<file path="src/rtl/jc_pkg.sv">
// Shared helpers for the parametrised Johnson counter: phase <-> ring-pattern
// conversion and direction encodings.
package jc_pkg;

  // Upper bound on ring length the helper functions can represent.
  localparam int JC_MAX_W = 64;

  localparam logic DIR_UP   = 1'b1;
  localparam logic DIR_DOWN = 1'b0;

  // Ring pattern for a phase index: phases 0..W fill ones in from the MSB,
  // phases W+1..2W-1 drain them out from the MSB again.
  function automatic logic [JC_MAX_W-1:0] jc_pattern(input int phase, input int width);
    logic [JC_MAX_W-1:0] p;
    p = '0;
    for (int i = 0; i < JC_MAX_W; i++) begin
      if (i < width) begin
        if ((phase <= width && i >= width - phase) ||
            (phase >  width && i <  2 * width - phase))
          p = p | (JC_MAX_W'(1) << i);
      end
    end
    return p;
  endfunction

  // Phase index of a ring pattern: the ones count on the filling half,
  // mirrored around 2W on the draining half.
  function automatic int jc_phase(input logic [JC_MAX_W-1:0] q, input int width);
    logic [JC_MAX_W-1:0] t;
    logic                msb;
    int                  pop;
    pop = 0;
    t   = q;
    for (int i = 0; i < JC_MAX_W; i++) begin
      if (i < width) pop += int'(t[0]);
      t = t >> 1;
    end
    t   = q >> (width - 1);
    msb = t[0];
    if (pop == 0 || msb) return pop;
    return 2 * width - pop;
  endfunction

endpackage

</file>
<file path="src/rtl/jc_phase_decode.sv">
// Combinational decode of a Johnson ring state into its binary phase index,
// plus a flag telling whether the state is one of the 2*WIDTH legal patterns.
module jc_phase_decode
  import jc_pkg::*;
#(
  parameter int WIDTH = 4,
  parameter int PW    = $clog2(2 * WIDTH)
) (
  input  logic [WIDTH-1:0] q,
  output logic [PW-1:0]    phase,
  output logic             legal
);

  // A state is legal exactly when re-encoding its decoded phase reproduces it.
  always_comb begin
    phase = PW'(jc_phase(JC_MAX_W'(q), WIDTH));
    legal = (q == WIDTH'(jc_pattern(int'(phase), WIDTH)));
  end

endmodule

</file>
<file path="src/rtl/johnson_counter_param.sv">
// Parametrised Johnson counter with enable, direction, phase load, phase index
// and wrap pulse. Define JC_SELF_CORRECT_EN to add illegal-state recovery.
module johnson_counter_param
  import jc_pkg::*;
#(
  parameter  int WIDTH = 4,
  localparam int PW    = $clog2(2 * WIDTH)
) (
  input  logic             clk,
  input  logic             rst,
  input  logic             en,
  input  logic             dir,
  input  logic             load,
  input  logic [PW-1:0]    load_phase,
  output logic [WIDTH-1:0] q,
  output logic [PW-1:0]    phase,
  output logic             wrap
`ifdef JC_SELF_CORRECT_EN
  ,
  output logic             illegal
`endif
);

  localparam logic [PW-1:0] LAST_PHASE = PW'(2 * WIDTH - 1);

  logic [WIDTH-1:0] q_step;
  logic [WIDTH-1:0] q_next;
  logic [PW-1:0]    cur_phase;
  logic [PW-1:0]    next_phase;
  logic             cur_legal;
  logic             next_legal;
  logic             load_ok;
  logic             stepping;
  logic             wrap_next;

  jc_phase_decode #(.WIDTH(WIDTH), .PW(PW)) u_cur_decode (
    .q     (q),
    .phase (cur_phase),
    .legal (cur_legal)
  );

  jc_phase_decode #(.WIDTH(WIDTH), .PW(PW)) u_next_decode (
    .q     (q_next),
    .phase (next_phase),
    .legal (next_legal)
  );

  // NOTE: every signal driven here gets a default first so no path can infer a latch.
  always_comb begin
    q_step = q;
    case (dir)
      DIR_UP:   q_step = {~q[0], q[WIDTH-1:1]};
      DIR_DOWN: q_step = {q[WIDTH-2:0], ~q[WIDTH-1]};
    endcase

    load_ok  = int'(load_phase) < 2 * WIDTH;
    stepping = 1'b0;
    q_next   = q;
    if (load) begin
      // An out-of-range target suppresses the step as well as the load.
      if (load_ok) q_next = WIDTH'(jc_pattern(int'(load_phase), WIDTH));
    end else if (en) begin
      q_next   = q_step;
      stepping = 1'b1;
    end

    wrap_next = stepping && cur_legal && next_legal &&
                ((dir == DIR_UP) ? (cur_phase == LAST_PHASE && next_phase == '0)
                                 : (cur_phase == '0 && next_phase == LAST_PHASE));
  end

  // NOTE: sequential state uses non-blocking assignments so every register
  // samples the pre-edge values regardless of block ordering.
  always_ff @(posedge clk) begin
    if (rst) begin
      q     <= '0;
      phase <= '0;
      wrap  <= 1'b0;
    end
`ifdef JC_SELF_CORRECT_EN
    else if (!cur_legal) begin
      q     <= '0;
      phase <= '0;
      wrap  <= 1'b0;
    end
`endif
    else begin
      q     <= q_next;
      phase <= next_phase;
      wrap  <= wrap_next;
    end
  end

`ifdef JC_SELF_CORRECT_EN
  always_ff @(posedge clk) begin
    illegal <= !rst && !cur_legal;
  end
`endif

endmodule

</file>
<file path="config.mk">
export PLATFORM = sky130hd
export DESIGN_NAME = johnson_counter_param
export DESIGN_NICKNAME = d
export VERILOG_FILES = /design/src/rtl/jc_pkg.sv /design/src/rtl/jc_phase_decode.sv /design/src/rtl/johnson_counter_param.sv
export SDC_FILE = /design/constraint.sdc
export NUM_CORES = 1
export LEC_CHECK = 0
export ABC_AREA = 1
export ABC_CLOCK_PERIOD_IN_PS = 4380
export BUFFER_PORTS_ARGS = -buffer_cell sky130_fd_sc_hd__clkbuf_2
export CORE_MARGIN = 3
export CORE_UTILIZATION = 49
export CTS_CLUSTER_SIZE = 40
export DETAILED_ROUTE_END_ITERATION = 8
export HOLD_SLACK_MARGIN = 0.06
export PLACE_DENSITY_LB_ADDON = 0.08
export SYNTH_ARGS = -nofsm -noshare
export SYNTH_HDL_FRONTEND = slang
export SYNTH_SLANG_ARGS = --single-unit
export TNS_END_PERCENT = 20
</file>
<file path="constraint.sdc">
create_clock -name clk -period 4.38 [get_ports clk]
set_input_delay 0.657 -clock clk [delete_from_list [all_inputs] [get_ports clk]]
set_output_delay 0.657 -clock clk [all_outputs]
set_load 0.05 [all_outputs]
</file>
# Word-level counts from Yosys, hierarchy flattened

Cells that the tools add are included.

Reduce and logical (&&, ||, !) cells: 47
Magnitude comparators: 30
Mux-type cells: 24
Add/subtract/negate cells: 14
Eq/ne operators: 4
Bitwise gates (word level): 3
Shift-type cells: 0
Multiply operators: 0
Divide/modulo/power cells: 0

Operator list:

| operator                                             | count |
|---|---|
| adder 32 x 2 -> 32 bit                               | 4 |
| logical NOT 32 bit                                   | 2 |
| < comparator 3 x 5 -> 1 bit, first input constant    | 6 |
| logical AND 1 bit                                    | 29 |
| >= comparator 3 x 4 -> 1 bit, first input constant   | 6 |
| 2-to-1 mux 3 bit                                     | 7 |
| 2-to-1 mux 4 bit                                     | 5 |
| < comparator 1 x 5 -> 1 bit, first input constant    | 3 |
| < comparator 2 x 5 -> 1 bit, first input constant    | 3 |
| subtractor 4 x 3 -> 5 bit, first input constant      | 3 |
| logical OR 1 bit                                     | 14 |
| >= comparator 1 x 4 -> 1 bit, first input constant   | 3 |
| >= comparator 2 x 4 -> 1 bit, first input constant   | 3 |
| subtractor 3 x 3 -> 4 bit, first input constant      | 3 |
| greater-than comparator 3 bit, second input constant | 3 |
| <= comparator 3 bit, second input constant           | 3 |
| equality test 4 bit                                  | 2 |
| 2-to-1 mux 1 bit                                     | 8 |
| case mux 4 bit (2 select lines)                      | 1 |
| equality test 3 bit, second input constant           | 2 |
| logical NOT 3 bit                                    | 2 |
| 2-to-1 mux 2 bit                                     | 3 |
| subtractor 1 x 3 -> 3 bit, first input constant      | 2 |
| adder 1 x 1 -> 2 bit                                 | 2 |
| NOT 1 bit                                            | 3 |

Output and inout bits: 8
Bits in writable memories: 0
Memories: 0
Memory bits (read-only): 0
Register bits: 8
Logic and storage cells: 125
Bits of input ports: 8
Bits in latches: 0

# Depth between registers and ports, before layout

Depth in word-level cells: 27
Mapped depth: 34
Mapped depth without buffers: 34

# Hierarchy

From an unflattened synthesis, not the netlist that was laid out.

Cells, all modules: 238
Area, all modules: 1,423.9 um2

Modules (own cells, without submodules):

| module                          | instances | area each (um2) | cells an instance | seq. area each (um2) |
|---|---|---|---|---|
| johnson_counter_param           | 1         | 654.4           | 102               | 160.2 |
| jc_phase_decode (u_next_decode) | 1         | 386.6           | 69                | 0.0 |
| jc_phase_decode (u_cur_decode)  | 1         | 382.9           | 67                | 0.0 |

# Worst setup path before layout

Ideal clock, no wire load.

Kind: in2reg
From: in load_phase[0]
To: reg wrap
Buffers on the path: 0
Setup time: 0.116 ns
Path slack: -0.237 ns
Required time: 4.264 ns
Stages: 27
Data arrival time: 4.501 ns
Cell sequence: inv_1 -> ha_1 -> inv_1 -> ha_1 -> inv_1 -> nand2_1 -> nor2_1 -> nor2_1 -> o21ai_0 -> nand2_1 -> ha_1 -> inv_1 -> fa_1 -> ha_1 -> ha_1 -> inv_1 -> nand3_2 -> nand2_1 -> nand2_4 -> ha_1 -> ha_1 -> nor2_1 -> nand4_1 -> a21oi_1 -> nor2_1 -> nand3_1 -> nor2_1

Longest elaborated chain between the ends: 27
Elaborated cells on any way between the ends: 74
Those cells by class: 8 x add/sub; 20 x order compare; 2 x eq/ne; 13 x mux; 31 x reduce/logical

Ends and longest elaborated chain:

| item                                                                               | line                        | RTL |
|---|---|---|
| start, declared                                                                    | johnson_counter_param.sv:14 | `input logic [PW-1:0] load_phase,` |
| subtractor 4 x 3 -> 5 bit / subtractor 3 x 3 -> 4 bit (equally long branches)      | jc_pkg.sv:19, jc_pkg.sv:18  |  |
| < comparator 1 x 5 -> 1 bit / >= comparator 1 x 4 -> 1 bit (equally long branches) | jc_pkg.sv:19, jc_pkg.sv:18  |  |
| logical AND 1 bit, on equally long branches                                        | jc_pkg.sv:19, jc_pkg.sv:18  |  |
| logical OR 1 bit (*)                                                               | jc_pkg.sv:18                | `if ((phase <= width && i >= width - phase) \|\|` |
| 2-to-1 mux 1 bit (*)                                                               | jc_pkg.sv:18                |  |
| 2-to-1 mux 2 bit (*)                                                               | jc_pkg.sv:18                |  |
| 2-to-1 mux 3 bit (*)                                                               | jc_pkg.sv:18                |  |
| 2-to-1 mux 4 bit (*)                                                               | jc_pkg.sv:18                |  |
| (+1 left out)                                                                      | n/a                         |  |
| via q_next[0]                                                                      | johnson_counter_param.sv:27 | `logic [WIDTH-1:0] q_next;` |
| (+10 left out)                                                                     | n/a                         |  |
| logical OR 1 bit                                                                   | jc_pkg.sv:18                |  |
| 2-to-1 mux 1 bit                                                                   | jc_pkg.sv:18                |  |
| 2-to-1 mux 2 bit                                                                   | jc_pkg.sv:18                |  |
| 2-to-1 mux 3 bit                                                                   | jc_pkg.sv:18                |  |
| 2-to-1 mux 4 bit                                                                   | jc_pkg.sv:18                |  |
| equality test 4 bit                                                                | jc_phase_decode.sv:17       | `legal = (q == WIDTH'(jc_pattern(int'(phase), WIDTH)));` |
| logical AND 1 bit                                                                  | johnson_counter_param.sv:67 | `wrap_next = stepping && cur_legal && next_legal &&` |
| logical AND 1 bit (*)                                                              | johnson_counter_param.sv:67 |  |
| end signal, assigned                                                               | johnson_counter_param.sv:90 | `wrap <= wrap_next;` |
| end, declared                                                                      | johnson_counter_param.sv:17 | `output logic wrap` |

Mark *: on every way through the listed nets, which the timed path passes. The rest lies on a longest branch.
A chain may end at the register's enable or synchronous reset.

# Worst setup path in the final report

Same ends and word-level chain as after synthesis.

==> results.json <==
{
  "antenna_left": 0,
  "synth.distinct_cells": 22,
  "row_count": 18,
  "cts_buffer_depth": 2,
  "yosys.area.top_type": "ha_1",
  "holdWs_ps": 686.9,
  "nets": 307,
  "num_vias": 1481,
  "final_cell_mix": "nand2_1, inv_1, buf_4",
  "power_density_nw_per_um2": 589.0,
  "synthAdderAreaFrac": 0.2687,
  "cts_buffers": 3,
  "endpoint_kind": "register",
  "post-dp-hpwl_um": 2509,
  "syn_area_per_cell_um2": 6.250,
  "crit_start": "load_phase[0]",
  "crit_path_frequent_cell": "ha_4",
  "slew_violations": 0,
  "period_share": 0.9703,
  "synth_compound_gate_area_share": 0.1246,
  "overflow": 0,
  "synth_nets": 262,
  "ys_seq_area_frac": 0.1139,
  "fp.coreArea_um2": 2590,
  "fin_skew_ps": 1.678,
  "grt_max_degree": 11,
  "die_x_um": 59.58,
  "synth_top_family_by_area": "simple AND/OR/NAND/NOR gates",
  "gp_congestion": 0.8279,
  "fin_setup_tns_ps": 0,
  "met3_usage": 0,
  "hp-class": "in -> reg",
  "status": "finished, final reports clean",
  "reg2reg_to": "wrap$_SDFF_PP0_",
  "yosys-top-cells-area": "ha_1, inv_1, nand2_1",
  "syn_area_um2": 1406,
  "drtIter0Drc": 57,
  "endpoint": "wrap$_SDFF_PP0_",
  "grt_pass1_wl_um": 4871,
  "hold_violations": 0,
  "pin_count": 16,
  "fillers": 234,
  "drtPass1Iterations": 4,
  "initial_core_util": 0.5430,
  "viasPerCell": 4.970,
  "io_buffers": 15,
  "cts.reportedPaths.clkPinSlew_ps": 50,
  "worst_pin_slew_ps": 274.6,
  "netlist.area_leader.share": 0.2402,
  "totalWireLength_um": 3220,
  "synth_seq_cells": 8,
  "ys_warn_count": 0,
  "ir_drop_v": 0.0005909,
  "drv_cap": 0,
  "grt_antenna_before_repair": 0,
  "grt_pass1_vias": 1198,
  "fin_crit_ps": 4250,
  "syn_inst": 225,
  "fmax_mhz": 235.3,
  "p_leak_nw": 1.017,
  "final_core_util": 0.7290,
  "grtUsageMet2": 0.2917,
  "finalSetupViolCount": 0,
  "multi_input_area_um2": 1195,
  "path_max_fanout": 4,
  "cts_root_buf": "clkbuf_4",
  "synthToLayoutAreaGrowth_pct": 34.25,
  "hold_buffers": 0,
  "dieArea_um2": 3549,
  "gr-usage-met1": 0.2385,
  "critPathSlowestCell": "fa_2",
  "critical_path_class": "in -> reg",
  "clock-sinks": 8,
  "routedWlPerCell_um": 10.81,
  "synth_xor_area_frac": 0.006228,
  "critPathMaxStageDelay_ps": 320,
  "grt.total_usage": 0.1708,
  "dieHeight_um": 59.58,
  "synth_mux_area_frac": 0,
  "synth-simple-area-share": 0.3479,
  "clock_latency_ps": 240,
  "r2r_slack_ps": 610,
  "worst_r2r_path_depth": 27,
  "grt-busiest-layer": "met2",
  "critPathArrivalTime_ps": 4430,
  "critPathRequiredTime_ps": 4560,
  "r2r-start": "q[0]$_SDFF_PP0_",
  "layout_commonest_cell": "nand2_1",
  "drc_errors": 0,
  "drive_gt1_frac": 0.3284,
  "num_antenna_cells": 0,
  "relSlewSlack": 0.8167,
  "ctsHtreeMaxLevel": 1,
  "seq_area_um2": 160.2,
  "crit_path_start_kind": "input port",
  "cts_tree": "done"
}
## logic make-up (layout without fill, tap and decap cells)
kind of cell             count (synthesis)  in the layout
AO/OA/AOI/OAI                           33             33
XOR/XNOR                                 1              1
adder cells (fa/ha/maj)                 29             29
buffers and inverters                   52             95
flip-flops                               8              8
AND/OR/NAND/NOR                        102            102
## layout make-up
cell class,instances,share of cell area
tap,30,0.01988
sequential,8,0.08482
inverter,51,0.1060
clock buffer,3,0.01193
timing repair buffer,41,0.1445
multi-input combinational,165,0.6329
## critical path, delay by kind of cell
kind	cells	cell delay [ps]
AOI/OAI and AO/OA	2	260
adders and majority gates	9	1660
and+or+nand+nor	15	1300
buffers and inverters	8	540
## how the worst min path moves through the flow
stage	start	to	slack [ps]	cells past startpoint
after floorplan	en	q[1]$_SDFF_PP0_	910	3
after global placement	q[2]$_SDFF_PP0_	wrap$_SDFF_PP0_	770	8
after detailed placement	q[2]$_SDFF_PP0_	wrap$_SDFF_PP0_	790	8
after CTS	rst	phase[0]$_SDFF_PP0_	680	2
after global routing	rst	phase[1]$_SDFF_PP0_	680	2
final	rst	phase[0]$_SDFF_PP0_	690	2
## flip-flops by register name, summed over array words and instances, names as in the netlist
name   cells
phase      3
wrap       1
q          4
## through the flow
step           instances  cell area [um^2]  setup WS, ps  total power [W]
2_1_floorplan        225              1445         17.21        0.0007653
3_3_place_gp         291              1719        -165.3        0.0009753
3_5_place_dp         291              1719        -292.1        0.0009808
4_1_cts              296              1778         18.19         0.001061
5_1_grt              298              1888        -61.99         0.001242
6_report             298              1888         130.0         0.001112
## layer usage
layer  up-vias  share of wire
met2        23           0.49
met5         -              0
met1       653           0.47
met4         0          0.014
met3         4          0.022
li1        801              -
## power by group
part	internal [W]	switching [W]	total, W
clock network	0.0000311	0.0000216	0.0000527
logic	0.000393	0.000574	0.000967
registers	0.0000856	0.00000688	0.0000925
## cell usage after synthesis
cell type	instances
inv_1	45
nand2_1	45
ha_1	27
nand3_1	19
nor2_1	16
a21oi_1	15
o21ai_0	11
dfxtp_1	8
nand2_2	8
inv_2	6
nand4_1	5
nand2_4	3
nand3_2	3
o211ai_1	3
o21ai_1	3
fa_1	2
a22oi_1	1
and2_1	1
clkbuf_1	1
nand3b_1	1
nor2_2	1
xor2_1	1
## repair_timing
| action | 4_1_cts | 5_1_grt |
|---|---|---|
| setup buffers | 2 | 2 |
| pin swaps | 7 | 21 |
| gates resized for setup | 5 | 19 |
| setup endpoints to repair | 1 | 1 |
Power figures use the tool's default switching activity.
